### config.mk
export PLATFORM = sky130hd
export DESIGN_NAME = instr_loader
export DESIGN_NICKNAME = d
export VERILOG_FILES = /design/src/rtl/instr_loader.sv
export SDC_FILE = /design/constraint.sdc
export NUM_CORES = 1
export LEC_CHECK = 0
export ABC_AREA = 1
export ABC_CLOCK_PERIOD_IN_PS = 4600
export CELL_PAD_IN_SITES_DETAIL_PLACEMENT = 0
export CELL_PAD_IN_SITES_GLOBAL_PLACEMENT = 2
export CORE_ASPECT_RATIO = 0.8
export CORE_UTILIZATION = 33
export DETAILED_ROUTE_END_ITERATION = 12
export PLACE_DENSITY = 0.95
export SLEW_MARGIN = 20
export SYNTH_ARGS = -nofsm -noshare
export SYNTH_HDL_FRONTEND = slang
export SYNTH_SLANG_ARGS = --single-unit
### constraint.sdc
create_clock -name clock -period 4.6 [get_ports clock]
set_input_delay 0.46 -clock clock [delete_from_list [all_inputs] [get_ports clock]]
set_output_delay 0.46 -clock clock [all_outputs]
set_load 0.05 [all_outputs]
### src/rtl/instr_loader.sv
// Instruction RAM loader: turns a byte stream (length word, N data words, optional checksum word)
// into word writes to the core's instruction RAM, holding fetch off the RAM while loading.
// Optional feature: define LOADER_CHECKSUM_EN to require and verify a trailing checksum word.
module instr_loader #(
  parameter int unsigned ADDR_W = 10
) (
  input  logic              clock,
  input  logic              reset,
  input  logic              start,
  input  logic              in_valid,
  input  logic [7:0]        in_data,
  output logic              in_ready,
  output logic              ram_load,
  output logic              ram_we,
  output logic [ADDR_W-1:0] ram_addr,
  output logic [31:0]       ram_wdata,
  output logic              done,
  output logic              error
);

  typedef enum logic [2:0] {StIdle, StLen, StData, StCsum, StEnd} state_e;

  // Largest legal word count; one wider than the address so 2^ADDR_W itself is representable.
  localparam logic [32:0] Capacity = 33'd1 << ADDR_W;

  state_e            state_q, state_d;
  logic [1:0]        byte_cnt_q, byte_cnt_d;
  logic [23:0]       shift_q, shift_d;
  logic [ADDR_W:0]   len_q, len_d;
  logic [ADDR_W:0]   word_cnt_q, word_cnt_d;
  logic [31:0]       csum_q, csum_d;
  logic              ram_we_q, ram_we_d;
  logic [ADDR_W-1:0] ram_addr_q, ram_addr_d;
  logic [31:0]       ram_wdata_q, ram_wdata_d;
  logic              error_q, error_d;

  logic              accept;
  logic              byte_last;
  logic              words_done;
  logic [31:0]       word;

  assign accept     = in_valid && in_ready;
  assign byte_last  = (byte_cnt_q == 2'd3);
  assign words_done = (word_cnt_q == len_q);
  // Current byte completes the big-endian word held so far.
  assign word       = {shift_q, in_data};

  assign ram_load  = (state_q != StIdle);
  assign done      = (state_q == StEnd);
  assign ram_we    = ram_we_q;
  assign ram_addr  = ram_addr_q;
  assign ram_wdata = ram_wdata_q;
  assign error     = error_q;

  // Byte acceptance window; closed during the final write so the next field waits for it.
  always_comb begin
    in_ready = 1'b0;
    case (state_q)
      StLen:   in_ready = 1'b1;
      StData:  in_ready = !words_done;
      StCsum:  in_ready = 1'b1;
      default: in_ready = 1'b0;
    endcase
  end

  // Next-state: byte assembly, length decode, word writes and checksum compare.
  always_comb begin
    state_d     = state_q;
    byte_cnt_d  = byte_cnt_q;
    shift_d     = shift_q;
    len_d       = len_q;
    word_cnt_d  = word_cnt_q;
    csum_d      = csum_q;
    ram_we_d    = 1'b0;
    ram_addr_d  = ram_addr_q;
    ram_wdata_d = ram_wdata_q;
    error_d     = error_q;

    if (accept) begin
      byte_cnt_d = byte_cnt_q + 2'd1;
      shift_d    = word[23:0];
    end

    case (state_q)
      StIdle: begin
        if (start) begin
          state_d    = StLen;
          byte_cnt_d = '0;
          shift_d    = '0;
          word_cnt_d = '0;
          csum_d     = '0;
          error_d    = 1'b0;
        end
      end
      StLen: begin
        if (accept && byte_last) begin
          if (word == 32'd0) begin
            state_d = StEnd;
          end else if ({1'b0, word} > Capacity) begin
            error_d = 1'b1;
            state_d = StEnd;
          end else begin
            len_d   = word[ADDR_W:0];
            state_d = StData;
          end
        end
      end
      StData: begin
        if (words_done) begin
          // The last word's write strobe is out this cycle.
`ifdef LOADER_CHECKSUM_EN
          state_d = StCsum;
`else
          state_d = StEnd;
`endif
        end else if (accept && byte_last) begin
          ram_we_d    = 1'b1;
          ram_addr_d  = word_cnt_q[ADDR_W-1:0];
          ram_wdata_d = word;
          word_cnt_d  = word_cnt_q + 1'b1;
          csum_d      = csum_q + word;
        end
      end
`ifdef LOADER_CHECKSUM_EN
      StCsum: begin
        if (accept && byte_last) begin
          if (word != csum_q) begin
            error_d = 1'b1;
          end
          state_d = StEnd;
        end
      end
`endif
      StEnd:   state_d = StIdle;
      default: state_d = StIdle;
    endcase
  end

  // State and datapath registers with synchronous reset.
  always_ff @(posedge clock) begin
    if (reset) begin
      state_q     <= StIdle;
      byte_cnt_q  <= '0;
      shift_q     <= '0;
      len_q       <= '0;
      word_cnt_q  <= '0;
      csum_q      <= '0;
      ram_we_q    <= 1'b0;
      ram_addr_q  <= '0;
      ram_wdata_q <= '0;
      error_q     <= 1'b0;
    end else begin
      state_q     <= state_d;
      byte_cnt_q  <= byte_cnt_d;
      shift_q     <= shift_d;
      len_q       <= len_d;
      word_cnt_q  <= word_cnt_d;
      csum_q      <= csum_d;
      ram_we_q    <= ram_we_d;
      ram_addr_q  <= ram_addr_d;
      ram_wdata_q <= ram_wdata_d;
      error_q     <= error_d;
    end
  end

endmodule

==> reports/metrics.yaml <==
place:
  io_buffers: 58
  dp_hpwl_um: 6700
  dp_cells: 704
  place_ws_ns: 1.76
  place_area_um2: 4570
  gp_congestion: 0.791
sta:
  final.setup.worst_slack_ns: 1.92
  max_slew_margin_pct: 32.9
  finalHoldViolCount: 0
  rsz0062_at_grt: "false"
  skew_ns: 0.00830
  min_period_ns: 2.68
  tns_ns: 0
  period_share_pct: 58.2
  drv_slew: 0
  fmax_mhz: 373
  finalSetupViolCount: 0
  worstMarginPinSlew_ns: 1.00
  fin_hold_ws_ns: 0.461
die:
  initial_utilization_pct: 34.2
  boundaryPins: 59
  fp.dieArea_um2: 12500
  die_y_um: 100
  rows: 35
  core_area_um2: 11600
  die_x_um: 125
clocking:
  clock-sinks: 95
  h-tree-depth: 3
  clk_path_buf_depth: 2
  clkLatencyLatePin_ns: 0.34
  post_cts_buffers: 0
  cts_tree: "done"
  ctsResizeCount: 0
  path_clk_slew_ns: 0.06
  cts_hold_buf: 0
  root_buffer: "clkbuf_16"
  cts_inserted_buffers: 9
hold_path:
  hold-path-endpoint: "error"
  min_from: "error"
  hp-class: "reg2reg"
  min_path_cells: 2
synthesis:
  synth_cell_types: 33
  synth_edf_count: 0
  ys_seq_elements: 95
  synth_cells: 527
  postSynthAreaPerCell_um2: 7.52
  async_flop_share_pct: 0
  netlist_area_um2: 3960
  synth.area.top_cells: "dfxtp_1 (48%), nor2_1 (13%), nand2_1 (5.2%)"
  yosys.area.top_type: "dfxtp_1"
  yosysWarnings: 0
  syn-num-nets: 541
  synthFlopType: "dfxtp_1"
  synth-seq-area-share_pct: 48.0
  netlist.area_leader.share_pct: 48.0
critical_path:
  cp-end-kind: "output pin"
  cpPeakStageDelay_ns: 0.80
  reg2reg_from: "word_cnt_q[5]"
  path_class: "reg2out"
  start_kind: "flop"
  critPathSlowestCell: "clkdlybuf4s50_1"
  reg2regPathDepth: 12
  reg2reg_to: "ram_wdata[6]"
  crit_fanout: 4
  crit_chain: "inv_1 > nand2_1 > nand2_1 > nand2_1 > nor2_1 > nand3_2 > nand2_2 > nand2_4 > clkdlybuf4s50_1"
  crit_arrival_ns: 2.22
  ff2ff_setup_slack_ns: 2.25
  crit_top_cell: "nand2_1"
  crit_required_ns: 4.14
layout:
  stdcell_area_um2: 4820
  final_cell_mix: "nor2_1 (141), dfxtp_1 (95), clkdlybuf4s50_1 (58)"
  drive_above_1_share_pct: 5.10
  fin_nets: 581
  diodes: 0
  mostFrequentLayoutCell: "nor2_1"
  syn_to_final_growth_pct: 21.6
  stdcell_count: 717
routing:
  drt-vias-per-instance: 4.80
  routed_wl_um: 9670
  first_pass_iters: 4
  avgRoutedWirePerCell_um: 13.5
  ant_nets: 0
  drtIter0Drc: 208
  drc: 0
  dr_total_vias: 3445
power:
  pwr_density_cell_nw_per_um2: 469
  p_leak_nw: 1.79
  ir_drop_mv: 0.200
global_route:
  grt_max_degree: 55
  grt_usage_pct: 17.0
  grt_first_pass_wirelength_um: 16800
  grt-ovfl-total: 0
  grt_pass1_vias: 3331
  grt_antenna_before_repair: 0
flow_run:
  maxCapViolations: 0
run_status:
  status: "complete, no violations"
==> cell type report <==
class / instances / area, µm²
clock inverter: 2 / 10.0
multi-input combinational: 372 / 1780
timing repair buffer: 59 / 588
fill: 1191 / 6780
tap: 148 / 185
clock buffer: 11 / 243
sequential: 95 / 1900
inverter: 30 / 115
==> stage by stage <==
stage	total power [W]	util (%)
floorplan	0.00149	-
CTS	0.00228	41.5
global route	0.00241	41.5
detailed placement	0.00161	39.4
finish	0.00226	41.5
global placement	0.00160	39.4
==> layer usage <==
layer	track usage, %	wire [µm]	up-vias
met4	6.02	48	0
li1	-	-	1813
met5	0	0	-
met3	4.16	404	2
met2	24.6	3900	70
met1	24.3	5310	1560
==> worst max-delay path, delay by kind of cell, from the launching register on <==
kind | cells | cell delay (ns)
buffers and inverters | 2 | 0.94
AND/OR/NAND/NOR | 7 | 0.53
flip-flops | 1 | 0.40
==> Yosys cell counts (all sizes together) (2+ instances only) <==
master,instances
nand3,17
xor2,5
nor3b,2
o21ai,45
a211oi,6
inv,30
ha,2
nor2,141
buf,16
nand2,60
a21oi,38
xnor2,7
nor3,25
dfxtp,95
nand4,19
or2,2
clkbuf,14
==> where the power goes <==
group / internal, W / leakage, nW / switching [W] / total [W]
clock: 0.000370 / 0.127 / 0.000295 / 0.000665
combinational: 0.000182 / 0.892 / 0.000463 / 0.000646
sequential: 0.000883 / 0.767 / 0.0000654 / 0.000948
total: 0.00144 / 1.79 / 0.000823 / 0.00226
==> logic make-up after synthesis <==
logic type	after synthesis	synth area share (%)
xor+xnor	12	2.65
simple gates	267	29.6
buf+inv	60	7.17
fa+ha+maj	2	0.631
flops	95	48.0
compound gates	91	12.0
==> worst max path at each step <==
stage | startpoint | end | slack (ns)
global route | word_cnt_q[2] | in_ready | 1.80
floorplan | state_q[2] | done | 2.57
detailed placement | reset | byte_cnt_q[1] | 1.76
global placement | reset | shift_q[20] | 1.86
finish | word_cnt_q[5] | in_ready | 1.92
CTS | word_cnt_q[6] | in_ready | 1.90
==> flip-flops by register name (all words and copies together), names as in the netlist <==
| signal | cells |
|---|---|
| shift_q | 24 |
| ram_we | 1 |
| ram_addr | 10 |
| error | 1 |
| ram_wdata | 32 |
| word_cnt_q | 11 |
| state_q | 3 |
| byte_cnt_q | 2 |
| len_q | 11 |
(Power assumes the default switching activity.)
